--- config.mk ---
export PLATFORM = sky130hd
export DESIGN_NAME = uart_alu_pkt_parser
export DESIGN_NICKNAME = d
export VERILOG_FILES = /design/src/rtl/uart_alu_pkt_parser.sv
export SDC_FILE = /design/constraint.sdc
export NUM_CORES = 1
export LEC_CHECK = 0
export CAP_MARGIN = 40
export CORE_UTILIZATION = 45
export DETAILED_ROUTE_END_ITERATION = 12
export PLACE_DENSITY = 0.72
export SETUP_SLACK_MARGIN = 0.3
export SLEW_MARGIN = 20
export SYNTH_ARGS = -nofsm -noshare
export SYNTH_HDL_FRONTEND = slang
export SYNTH_SLANG_ARGS = --single-unit
--- constraint.sdc ---
create_clock -name clk_i -period 4.7 [get_ports clk_i]
set_input_delay 0.705 -clock clk_i [delete_from_list [all_inputs] [get_ports clk_i]]
set_output_delay 0.705 -clock clk_i [all_outputs]
set_load 0.02 [all_outputs]
--- src/rtl/uart_alu_pkt_parser.sv ---
// Packet parser between uart_rx and the ALU: decodes the 4-byte header, assembles
// little-endian 32-bit operands or forwards echo payload, and drains bad packets.
module uart_alu_pkt_parser #(
  parameter logic [7:0] ECHO_OP = 8'hEC,
  parameter logic [7:0] ADD_OP  = 8'h01,
  parameter logic [7:0] MUL_OP  = 8'h02,
  parameter logic [7:0] DIV_OP  = 8'h03
) (
  input  logic        clk_i,
  input  logic        rst_ni,
  input  logic [7:0]  s_axis_tdata,
  input  logic        s_axis_tvalid,
  output logic        s_axis_tready,
  output logic [31:0] m_op_tdata,
  output logic        m_op_tvalid,
  input  logic        m_op_tready,
  output logic        m_op_tlast,
  output logic [7:0]  m_op_opcode,
  output logic [7:0]  m_echo_tdata,
  output logic        m_echo_tvalid,
  input  logic        m_echo_tready,
  output logic        m_echo_tlast,
  output logic        err_o,
  output logic [1:0]  err_code_o,
  output logic        busy_o
);

  typedef enum logic [2:0] {
    S_IDLE, S_RSVD, S_LEN_LO, S_LEN_HI, S_ALU, S_ECHO, S_DRAIN
  } state_t;

  localparam logic [1:0] ERR_OPCODE = 2'b01;
  localparam logic [1:0] ERR_LENGTH = 2'b10;

  state_t      state_q;
  logic [7:0]  opcode_q;
  logic [7:0]  op_opcode_q;
  logic [7:0]  len_lo_q;
  logic [15:0] rem_q;
  logic [1:0]  byte_idx_q;
  logic [23:0] asm_q;
  logic [31:0] op_data_q;
  logic        op_valid_q;
  logic        op_last_q;
  logic [7:0]  echo_data_q;
  logic        echo_valid_q;
  logic        echo_last_q;
  logic        err_q;
  logic [1:0]  err_code_q;

  logic [15:0] len_d;
  logic [15:0] rem_len_d;
  logic [15:0] rem_dec_d;
  logic        is_alu_op;
  logic        accept;
  logic        op_take;
  logic        echo_take;

  always_comb begin
    len_d     = {s_axis_tdata, len_lo_q};
    rem_len_d = len_d - 16'd4;
    rem_dec_d = rem_q - 16'd1;
    is_alu_op = (opcode_q == ADD_OP) || (opcode_q == MUL_OP) || (opcode_q == DIV_OP);
    op_take   = op_valid_q && m_op_tready;
    echo_take = echo_valid_q && m_echo_tready;
  end

  // Only the 4th operand byte needs a free output slot; bytes 1-3 go to asm_q.
  always_comb begin
    case (state_q)
      S_ALU:   s_axis_tready = !(op_valid_q && !m_op_tready) || (byte_idx_q != 2'd3);
      S_ECHO:  s_axis_tready = !echo_valid_q || m_echo_tready;
      default: s_axis_tready = 1'b1;
    endcase
  end

  assign accept = s_axis_tvalid && s_axis_tready;

  always_ff @(posedge clk_i or negedge rst_ni) begin
    if (!rst_ni) begin
      state_q      <= S_IDLE;
      opcode_q     <= 8'h00;
      op_opcode_q  <= 8'h00;
      len_lo_q     <= 8'h00;
      rem_q        <= 16'h0000;
      byte_idx_q   <= 2'd0;
      asm_q        <= 24'h000000;
      op_data_q    <= 32'h0000_0000;
      op_valid_q   <= 1'b0;
      op_last_q    <= 1'b0;
      echo_data_q  <= 8'h00;
      echo_valid_q <= 1'b0;
      echo_last_q  <= 1'b0;
      err_q        <= 1'b0;
      err_code_q   <= 2'b00;
    end else begin
      err_q <= 1'b0;
      if (op_take)   op_valid_q   <= 1'b0;
      if (echo_take) echo_valid_q <= 1'b0;
      if (accept) begin
        case (state_q)
          S_IDLE: begin
            opcode_q <= s_axis_tdata;
            state_q  <= S_RSVD;
          end
          S_RSVD: state_q <= S_LEN_LO;
          S_LEN_LO: begin
            len_lo_q <= s_axis_tdata;
            state_q  <= S_LEN_HI;
          end
          S_LEN_HI: begin
            op_opcode_q <= opcode_q;
            rem_q       <= rem_len_d;
            byte_idx_q  <= 2'd0;
            if (len_d < 16'd4) begin
              err_q      <= 1'b1;
              err_code_q <= ERR_LENGTH;
              state_q    <= S_IDLE;
            end else if (is_alu_op) begin
              if ((len_d < 16'd8) || (rem_len_d[1:0] != 2'd0)) begin
                err_q      <= 1'b1;
                err_code_q <= ERR_LENGTH;
                state_q    <= (rem_len_d == 16'd0) ? S_IDLE : S_DRAIN;
              end else begin
                state_q <= S_ALU;
              end
            end else if (opcode_q == ECHO_OP) begin
              state_q <= (rem_len_d == 16'd0) ? S_IDLE : S_ECHO;
            end else begin
              err_q      <= 1'b1;
              err_code_q <= ERR_OPCODE;
              state_q    <= (rem_len_d == 16'd0) ? S_IDLE : S_DRAIN;
            end
          end
          S_ALU: begin
            rem_q      <= rem_dec_d;
            byte_idx_q <= byte_idx_q + 2'd1;
            case (byte_idx_q)
              2'd0: asm_q[7:0]   <= s_axis_tdata;
              2'd1: asm_q[15:8]  <= s_axis_tdata;
              2'd2: asm_q[23:16] <= s_axis_tdata;
              default: begin
                op_data_q  <= {s_axis_tdata, asm_q};
                op_valid_q <= 1'b1;
                op_last_q  <= (rem_dec_d == 16'd0);
              end
            endcase
            if (rem_dec_d == 16'd0) state_q <= S_IDLE;
          end
          S_ECHO: begin
            rem_q        <= rem_dec_d;
            echo_data_q  <= s_axis_tdata;
            echo_valid_q <= 1'b1;
            echo_last_q  <= (rem_dec_d == 16'd0);
            if (rem_dec_d == 16'd0) state_q <= S_IDLE;
          end
          S_DRAIN: begin
            rem_q <= rem_dec_d;
            if (rem_dec_d == 16'd0) state_q <= S_IDLE;
          end
          default: state_q <= S_IDLE;
        endcase
      end
    end
  end

  assign m_op_tdata    = op_data_q;
  assign m_op_tvalid   = op_valid_q;
  assign m_op_tlast    = op_last_q;
  assign m_op_opcode   = op_opcode_q;
  assign m_echo_tdata  = echo_data_q;
  assign m_echo_tvalid = echo_valid_q;
  assign m_echo_tlast  = echo_last_q;
  assign err_o         = err_q;
  assign err_code_o    = err_code_q;
  assign busy_o        = (state_q != S_IDLE);

endmodule
After elaboration in Yosys (flattened, before gate mapping)
Cells that the tools add are included.
W data, S select, Z words.
{"block": "word_totals", "ff_bits": 116, "out_inout_bits": 57, "elab_cells": 101}
{"block": "classes", "add_sub_neg": 3, "magnitude_cmp": 2, "n_eq_ne": 16, "mux": 28, "n_bitwise": 1, "reduce_logical": 34}
{"cell": "$logic_not A16 Y1", "count": 2}
{"cell": "$pmux W16 S2", "count": 1}
{"cell": "$mux W3", "count": 7}
{"cell": "$eq A8 B2 Y1 const B", "count": 2}
{"cell": "$lt A16 B3 Y1 const B", "count": 1}
{"cell": "$lt A16 B4 Y1 const B", "count": 1}
{"cell": "$sub A16 B1 Y16 const B", "count": 1}
{"cell": "$sub A16 B3 Y16 const B", "count": 1}
{"cell": "$pmux W3 S5", "count": 1}
{"cell": "$reduce_and A2 Y1", "count": 7}
{"cell": "$mux W1", "count": 13}
{"cell": "$reduce_and A3 Y1", "count": 4}
{"cell": "$eq A3 B3 Y1 const B", "count": 3}
{"cell": "$eq A8 B1 Y1 const B", "count": 1}
{"cell": "$eq A8 B8 Y1 const B", "count": 1}
{"cell": "$mux W2", "count": 4}
{"cell": "$eq A3 B2 Y1 const B", "count": 2}
{"cell": "$reduce_bool A2 Y1", "count": 3}
{"cell": "$reduce_or A3 Y1", "count": 2}
{"cell": "$logic_or A1 B1 Y1", "count": 5}
{"cell": "$logic_and A1 B1 Y1", "count": 4}
{"cell": "$pmux W2 S2", "count": 1}
{"cell": "$reduce_and A4 Y1", "count": 1}
{"cell": "$eq A3 B1 Y1 const B", "count": 1}
{"cell": "other kinds (13)", "count": 15}

Depth between registers and ports, before layout
Gate-level depths: netlist (run 1).
{"block": "logic_depth", "word_depth": 8, "depth_mapped": 9, "depth_no_buf": 8}

Worst setup path before layout (run 1)
Ideal clock, no wire load.
{"block": "synth_path", "kind": "input-to-reg", "from": "in s_axis_tdata[0]", "to": "reg err_code_q[1] (netlist: err_code_o[1])", "arrival_time_ns": 2.637, "required_time_ns": 4.575, "slack_ns": 1.938, "path_stages": 5, "path_cell_list": "or4_4 -> or4_4 -> or3_4 -> a21oi_4 -> mux2_2"}
{"block": "synth_via", "elab_chain_cells": 4, "word_cells_on_any_way": 7}
{"item": "start: declaration", "line": "11", "rtl": "input logic [7:0] s_axis_tdata,"}
{"item": "$lt A16 B4 Y1", "line": "120", "rtl": "if ((len_d < 16'd8) || (rem_len_d[1:0] != 2'd0)) begin"}
{"item": "$logic_or A1 B1 Y1", "line": "120"}
{"item": "$ne A3 B1 Y1 (no source line)"}
{"item": "$reduce_and A4 Y1 (no source line)"}
{"item": "end signal: assignment", "line": "117", "rtl": "err_code_q <= ERR_LENGTH;"}
{"item": "end signal: assignment", "line": "122", "rtl": "err_code_q <= ERR_LENGTH;"}
{"item": "end signal: assignment", "line": "131", "rtl": "err_code_q <= ERR_OPCODE;"}
{"item": "end: declaration", "line": "49", "rtl": "logic [1:0] err_code_q;"}
Parallel ways exist; a longest one is shown, timed or not.
A chain may end at the register's enable or synchronous reset.

Worst setup path after layout (run 1)
{"block": "layout_path", "from": "in m_op_tready", "to": "out s_axis_tready"}
{"block": "layout_via", "elab_chain_cells": 5}
{"item": "start: declaration", "line": "16", "rtl": "input logic m_op_tready,"}
{"item": "$logic_not A1 Y1", "line": "71", "rtl": "S_ALU: s_axis_tready = !(op_valid_q && !m_op_tready) || (byte_idx_q != 2'd3);"}
{"item": "$logic_and A1 B1 Y1", "line": "71"}
{"item": "$logic_not A1 Y1", "line": "71"}
{"item": "$logic_or A1 B1 Y1", "line": "71"}
{"item": "$pmux W1 S2", "line": "70", "rtl": "case (state_q)"}
{"item": "end: declaration", "line": "13", "rtl": "output logic s_axis_tready,"}
No other way between the ends.

==> flow_metrics.py, run 1 <==
metrics = {
    "global_routing": {
        "grt-ovfl-total": 0,
        "use_met3": 0.0468,
        "first_global_vias": 4340,
        "grt_pass1_wl_um": 22100,
        "grt_max_degree": 52,
        "use_met2": 0.380,
        "antenna_found_initial": 0,
        "grt_usage": 0.229,
        "grt.busiest_layer": "met2",
        "grtUsageMet1": 0.293,
    },
    "power_and_ir_drop": {
        "cellPowerDensity_nw_per_um2": 603,
        "total_power_w": 0.00415,
        "p_leak_nw": 3.09,
        "ir_drop_v": 0.000316,
    },
    "worst_setup_path": {
        "path_cells": "clkdlybuf4s50_1 > nor4bb_1 > o21ai_0 > clkdlybuf4s50_1",
        "worstReg2RegStart": "len_lo_q[2]$_DFFE_PN0P_",
        "slowest_stage": "clkdlybuf4s50_1",
        "worstSetupPathType": "in -> out",
        "required_ns": 3.99,
        "r2r_setup_slack_ns": 1.96,
        "slowest_delay_ns": 0.63,
        "cp.arrival_ns": 2.50,
        "rr_worst_depth": 8,
        "crit_top_cell": "clkdlybuf4s50_1",
        "r2r-end": "state_q[0]$_DFFE_PN0P_",
        "crit_fanout": 3,
        "cp-end-kind": "output port",
        "cp-start-kind": "primary input",
    },
    "status": {
        "violations": "design-rule violations",
        "status": "complete, but fails checks",
    },
    "sta": {
        "finalHoldViolations": 0,
        "rsz0062_at_grt": "false",
        "setup_violations": 0,
        "slew-limit-headroom": 0.482,
        "clock_skew_ns": 0.0124,
        "fin_crit_sh": 0.681,
        "worst_slew_pin_slew_ns": 0.771,
        "fmax_mhz": 312,
        "drv_slew": 0,
        "period_needed_ns": 3.20,
        "setup_tns_ns": 0,
    },
    "synth": {
        "ys_ff_latch": 116,
        "post_synth_instance_area_um2": 5400,
        "syn_nets": 503,
        "seq_area_frac_synth": 0.537,
        "synth_edf_count": 0,
        "synthFlopType": "dfrtp_1",
        "yosysWarnings": 0,
        "synth_top_area_cell": "dfrtp_1",
        "syn_area_per_cell_um2": 11.2,
        "yosys-top-cells-area": "dfrtp_1 54%, mux2_2 16%, nand2_1 4.9%",
        "synth_top_cell_area_share": 0.537,
        "synth_cells": 481,
        "ys_async_sr_fraction": 1.00,
        "synthDistinctLibCells": 53,
    },
    "placed_design": {
        "portBuffers": 69,
        "place_inst": 682,
        "place_area_um2": 6280,
        "place.gp.congestion": 0.872,
        "dp_hpwl_um": 8890,
    },
    "floorplan": {
        "io-pin-count": 70,
        "dieArea_um2": 12400,
        "rows": 39,
        "die_x_um": 112,
        "core_area_um2": 11600,
        "start_util": 0.467,
        "dieHeight_um": 112,
    },
    "cells_and_area": {
        "syn_to_final_growth_pct": 27.5,
        "drive_above_1_share": 0.229,
        "fillers": 961,
        "final_area_um2": 6890,
        "antennaDiodeCount": 0,
        "num-nets-final": 582,
        "instances_no_fill": 716,
    },
    "clock_network": {
        "clock-sinks": 116,
        "hold_buffers": 0,
        "clock_path_buffers": 2,
        "htreeDepth": 4,
        "clk_pin_slew_ns": 0.06,
        "cts_tree": "yes",
        "numCtsBuffers": 17,
        "post_cts_buffers": 0,
        "cts_resized": 0,
        "cts_root_buffer": "clkbuf_16",
        "clk_latency_ns": 0.42,
    },
    "detailed_routing": {
        "wl_per_cell_um": 18.7,
        "drt_pass1_iterations": 10,
        "drt_iter0_drc": 340,
        "drc_errors": 5,
        "viasPerCell": 5.75,
        "ant_nets": 0,
        "wl_um": 13400,
        "vias": 4114,
    },
    "job": {
        "maxCapViolCount": 0,
    },
    "worst_hold_path": {
        "hp-class": "in -> async",
    },
}
## stage by stage
step,hold slack (ns),worst slack [ns],util
finish,0.240,1.50,0.595
global route,0.263,1.41,0.595
CTS,0.245,1.52,0.595
detailed placement,0.462,1.25,0.543
global placement,0.461,1.29,0.538
floorplan,0.409,1.94,-
## metal layers
| layer | wire length, um | vias to the layer above |
|---|---|---|
| met5 | 0 | - |
| met4 | 310 | 0 |
| met3 | 754 | 27 |
| met2 | 6620 | 159 |
| met1 | 5670 | 2051 |
| li1 | - | 1877 |
## worst max path at each step
stage                                           end  slack (ns)       startpoint  depth (start not counted)
after floorplan           err_code_o[1]$_DFFE_PN0P_        1.94  s_axis_tdata[0]                          5
after global placement    err_code_o[1]$_DFFE_PN0P_        1.29  s_axis_tdata[0]                          7
after detailed placement  err_code_o[1]$_DFFE_PN0P_        1.25  s_axis_tdata[0]                          7
after CTS                             s_axis_tready        1.52      m_op_tready                          4
after global routing                  s_axis_tready        1.41      m_op_tready                          4
final                                 s_axis_tready        1.50      m_op_tready                          4
## Yosys cell counts (3+ instances only)
cell,number
or3_1,3
nand2b_1,3
inv_1,11
xor2_1,7
dfrtp_1,116
nor3b_1,3
nor4_1,9
o22ai_1,3
a22o_1,3
nor2b_1,3
mux2_2,76
o21ai_0,33
a31oi_1,3
a32o_1,3
nor3_1,11
or4_1,3
nor2_1,18
nand2_1,70
clkbuf_1,21
o211ai_1,3
nand3_1,6
a21oi_1,19
xnor2_1,8
ha_1,9
## logic make-up (layout without fill, tap and decap cells)
family          Yosys count  count (layout)  share of synthesized area
compound gates           81              81                     0.0927
xor+xnor                 15              15                     0.0243
fa+ha+maj                 9               9                     0.0208
buf+inv                  33             125                     0.0243
flops                   116             116                      0.537
mux                      77              77                      0.160
simple gates            150             150                      0.140
## power breakdown
group / internal (W) / switching [W] / leakage, nW / total [W]
Combinational: 0.000567 / 0.000678 / 1.31 / 0.00124
Clock: 0.000793 / 0.000505 / 0.279 / 0.00130
Sequential: 0.00131 / 0.000297 / 1.51 / 0.00161
## cells in the final DEF (no fill, tap or decap), drive strengths merged, types with 6 or more instances in the layout
| cell type | instances |
|---|---|
| a21oi | 20 |
| buf | 12 |
| clkbuf | 19 |
| clkdlybuf4s50 | 68 |
| dfrtp | 116 |
| ha | 9 |
| inv | 17 |
| mux2 | 76 |
| nand2 | 70 |
| nand3 | 6 |
| nor2 | 18 |
| nor3 | 11 |
| nor4 | 9 |
| o21ai | 34 |
| xnor2 | 8 |
| xor2 | 7 |
## worst max-delay path: cells and delay by family
| family | cells | cell delay, ns |
|---|---|---|
| AO/OA/AOI/OAI | 1 | 0.25 |
| buffers and inverters | 2 | 1.08 |
| AND/OR/NAND/NOR | 1 | 0.46 |
## layout make-up
type	count	area, um^2	area share
Multi-Input combinational cell	332	2370	0.344
Sequential cell	116	2900	0.422
Tap cell	143	179	0.0260
Clock inverter	15	171	0.0249
Inverter	11	41.3	0.00600
Timing Repair Buffer	82	800	0.116
Clock buffer	17	425	0.0618
## registers in the layout (all words and copies together) (netlist names)
name,cells
byte_idx_q,2
m_echo_tvalid,1
len_lo_q,8
m_op_tdata,32
rem_q,16
m_op_tlast,1
m_echo_tdata,8
state_q,3
m_echo_tlast,1
err_o,1
err_code_o,2
m_op_tvalid,1
opcode_q,8
asm_q,24
m_op_opcode,8
No activity file was read; power rests on OpenSTA's default activity.
==> inputs of run 2 (changes only) <==
--- a/config.mk
+++ b/config.mk
@@ -8,7 +8,7 @@
 export CAP_MARGIN = 40
 export CORE_UTILIZATION = 45
 export DETAILED_ROUTE_END_ITERATION = 12
-export PLACE_DENSITY = 0.72
+export PLACE_DENSITY = 0.75
 export SETUP_SLACK_MARGIN = 0.3
 export SLEW_MARGIN = 20
 export SYNTH_ARGS = -nofsm -noshare
==> constraint.sdc (replaced) <==
create_clock -name clk_i -period 2.6 [get_ports clk_i]
set_input_delay 0.39 -clock clk_i [delete_from_list [all_inputs] [get_ports clk_i]]
set_output_delay 0.39 -clock clk_i [all_outputs]
set_load 0.02 [all_outputs]
==> flow_metrics.py, run 2 (synthesis results as in run 1) <==
metrics = {
    "status": {
        "status": "complete, but fails checks",
        "violations": "design-rule violations",
    },
    "sta": {
        "clock_skew_ns": 0.00594,
        "fin_crit_sh": 0.935,
        "setup_ws_ns": 0.169,
        "drv_slew": 0,
        "rsz0062_at_grt": "true",
        "fmax_mhz": 411,
        "setup_tns_ns": 0,
        "setup_violations": 0,
        "worst_slew_pin_slew_ns": 0.633,
        "period_needed_ns": 2.43,
        "slew-limit-headroom": 0.578,
        "finalHoldViolations": 0,
    },
    "detailed_routing": {
        "drt_iter0_drc": 341,
        "wirelength_met1_um": 6080,
        "vias": 4199,
        "wl_met3_um": 779,
        "drt_pass1_iterations": 10,
        "drc_errors": 2,
        "dr_wl_met2_um": 6980,
        "wl_per_cell_um": 18.8,
        "highest_layer": "met4",
        "wl_um": 14000,
        "ant_nets": 0,
        "viasPerCell": 5.64,
    },
    "cells_and_area": {
        "final_core_util": 0.627,
        "num-nets-final": 613,
        "syn_to_final_growth_pct": 34.2,
        "instances_no_fill": 745,
        "fillers": 883,
        "drive_above_1_share": 0.294,
        "final_cell_mix": "115 x dfrtp_1, 75 x mux2_2, 70 x nand2_1",
        "antennaDiodeCount": 0,
        "largest_register_ffs": 32,
        "final_common_cell": "dfrtp_1",
    },
    "worst_setup_path": {
        "crit_start": "len_lo_q[7]$_DFFE_PN0P_",
        "rr_worst_depth": 6,
        "crit_fanout": 3,
        "cp-end-kind": "flip-flop",
        "r2r-end": "err_code_o[1]$_DFFE_PN0P_",
        "endpoint": "err_code_o[1]$_DFFE_PN0P_",
        "worstReg2RegStart": "len_lo_q[7]$_DFFE_PN0P_",
        "cp-start-kind": "flip-flop",
        "required_ns": 2.89,
        "worstSetupPathType": "reg -> reg",
        "cp.arrival_ns": 2.72,
        "r2r_setup_slack_ns": 0.17,
    },
    "clock_network": {
        "numCtsBuffers": 17,
        "clock-sinks": 116,
        "clock_path_buffers": 2,
        "clk_pin_slew_ns": 0.05,
        "cts_root_buffer": "clkbuf_16",
        "hold_buffers": 0,
        "htreeDepth": 4,
        "clk_latency_ns": 0.40,
        "cts_tree": "yes",
    },
    "placed_design": {
        "dp_hpwl_um": 9210,
        "place_inst": 713,
        "portBuffers": 69,
        "place_ws_ns": -0.395,
        "place.gp.congestion": 0.899,
    },
    "global_routing": {
        "antenna_found_initial": 0,
        "grt_pass1_wl_um": 22700,
        "grt-ovfl-total": 0,
        "grt_usage": 0.239,
        "first_global_vias": 4410,
        "grt_max_degree": 52,
    },
    "floorplan": {
        "dieArea_um2": 12400,
        "core_area_um2": 11600,
        "dieHeight_um": 112,
        "rows": 39,
        "io-pin-count": 70,
        "die_x_um": 112,
        "start_util": 0.467,
    },
    "job": {
        "maxCapViolCount": 0,
    },
    "power_and_ir_drop": {
        "cellPowerDensity_nw_per_um2": 1060,
        "ir_drop_v": 0.000794,
        "p_leak_nw": 3.30,
    },
    "worst_hold_path": {
        "hp-class": "in -> async",
    },
}
-- run 2: through the flow --
stage,hold slack [ns],area [um^2],power (W)
floorplan,0.0944,5410,0.00429
global placement,0.445,6530,0.00515
detailed placement,0.453,6530,0.00528
CTS,0.0205,7130,0.00764
global route,0.0578,7250,0.00813
finish,0.0115,7250,0.00769
-- run 2: routing by layer --
layer  vias to the layer above  global-route usage
met1                      2113               0.315
met3                        18              0.0561
met4                         0              0.0847
met5                         -                   0
met2                       135               0.387
li1                       1933                   -
-- run 2: final cells by class --
cell class,instances,area (um^2),share of cell area
multi-input cells,332,2490,0.344
well taps,143,179,0.0247
inverters,11,41.3,0.00570
flip-flops and latches,116,2900,0.401
clock buffers,22,484,0.0668
clock inverters,8,101,0.0140
repair buffers,113,1040,0.144
-- run 2: where the power goes --
group / switching [W] / leakage, nW / internal [W]
Clock: 0.000790 / 0.280 / 0.00150
Combinational: 0.00133 / 1.51 / 0.00119
Sequential: 0.000512 / 1.51 / 0.00238
-- run 2: worst max-delay path: stages (launching register included) --
cell and delay [ns]:
dfrtp_1 0.39, or4_4 0.55, or4_4 0.47, o211ai_1 0.30, nand2_1 0.14, a21oi_4 0.16
mux2_4 0.31
-- run 2: worst min path at each step --
stage                     startpoint  cells after the start                    endpoint
after CTS                     rst_ni                      1  m_op_tdata[22]$_DFFE_PN0P_
after floorplan               rst_ni                      0        asm_q[0]$_DFFE_PN0P_
after detailed placement      rst_ni                      1  m_op_tdata[22]$_DFFE_PN0P_
after global placement        rst_ni                      1  m_op_tdata[22]$_DFFE_PN0P_
after global routing          rst_ni                      1  m_op_tdata[22]$_DFFE_PN0P_
final                         rst_ni                      1  m_op_tdata[22]$_DFFE_PN0P_
-- run 2: repair_timing --
item                       4_1_cts  5_1_grt
setup buffers                    0        2
setup endpoints to repair        8        9
resized for setup                7       20
pin swaps                        6        4
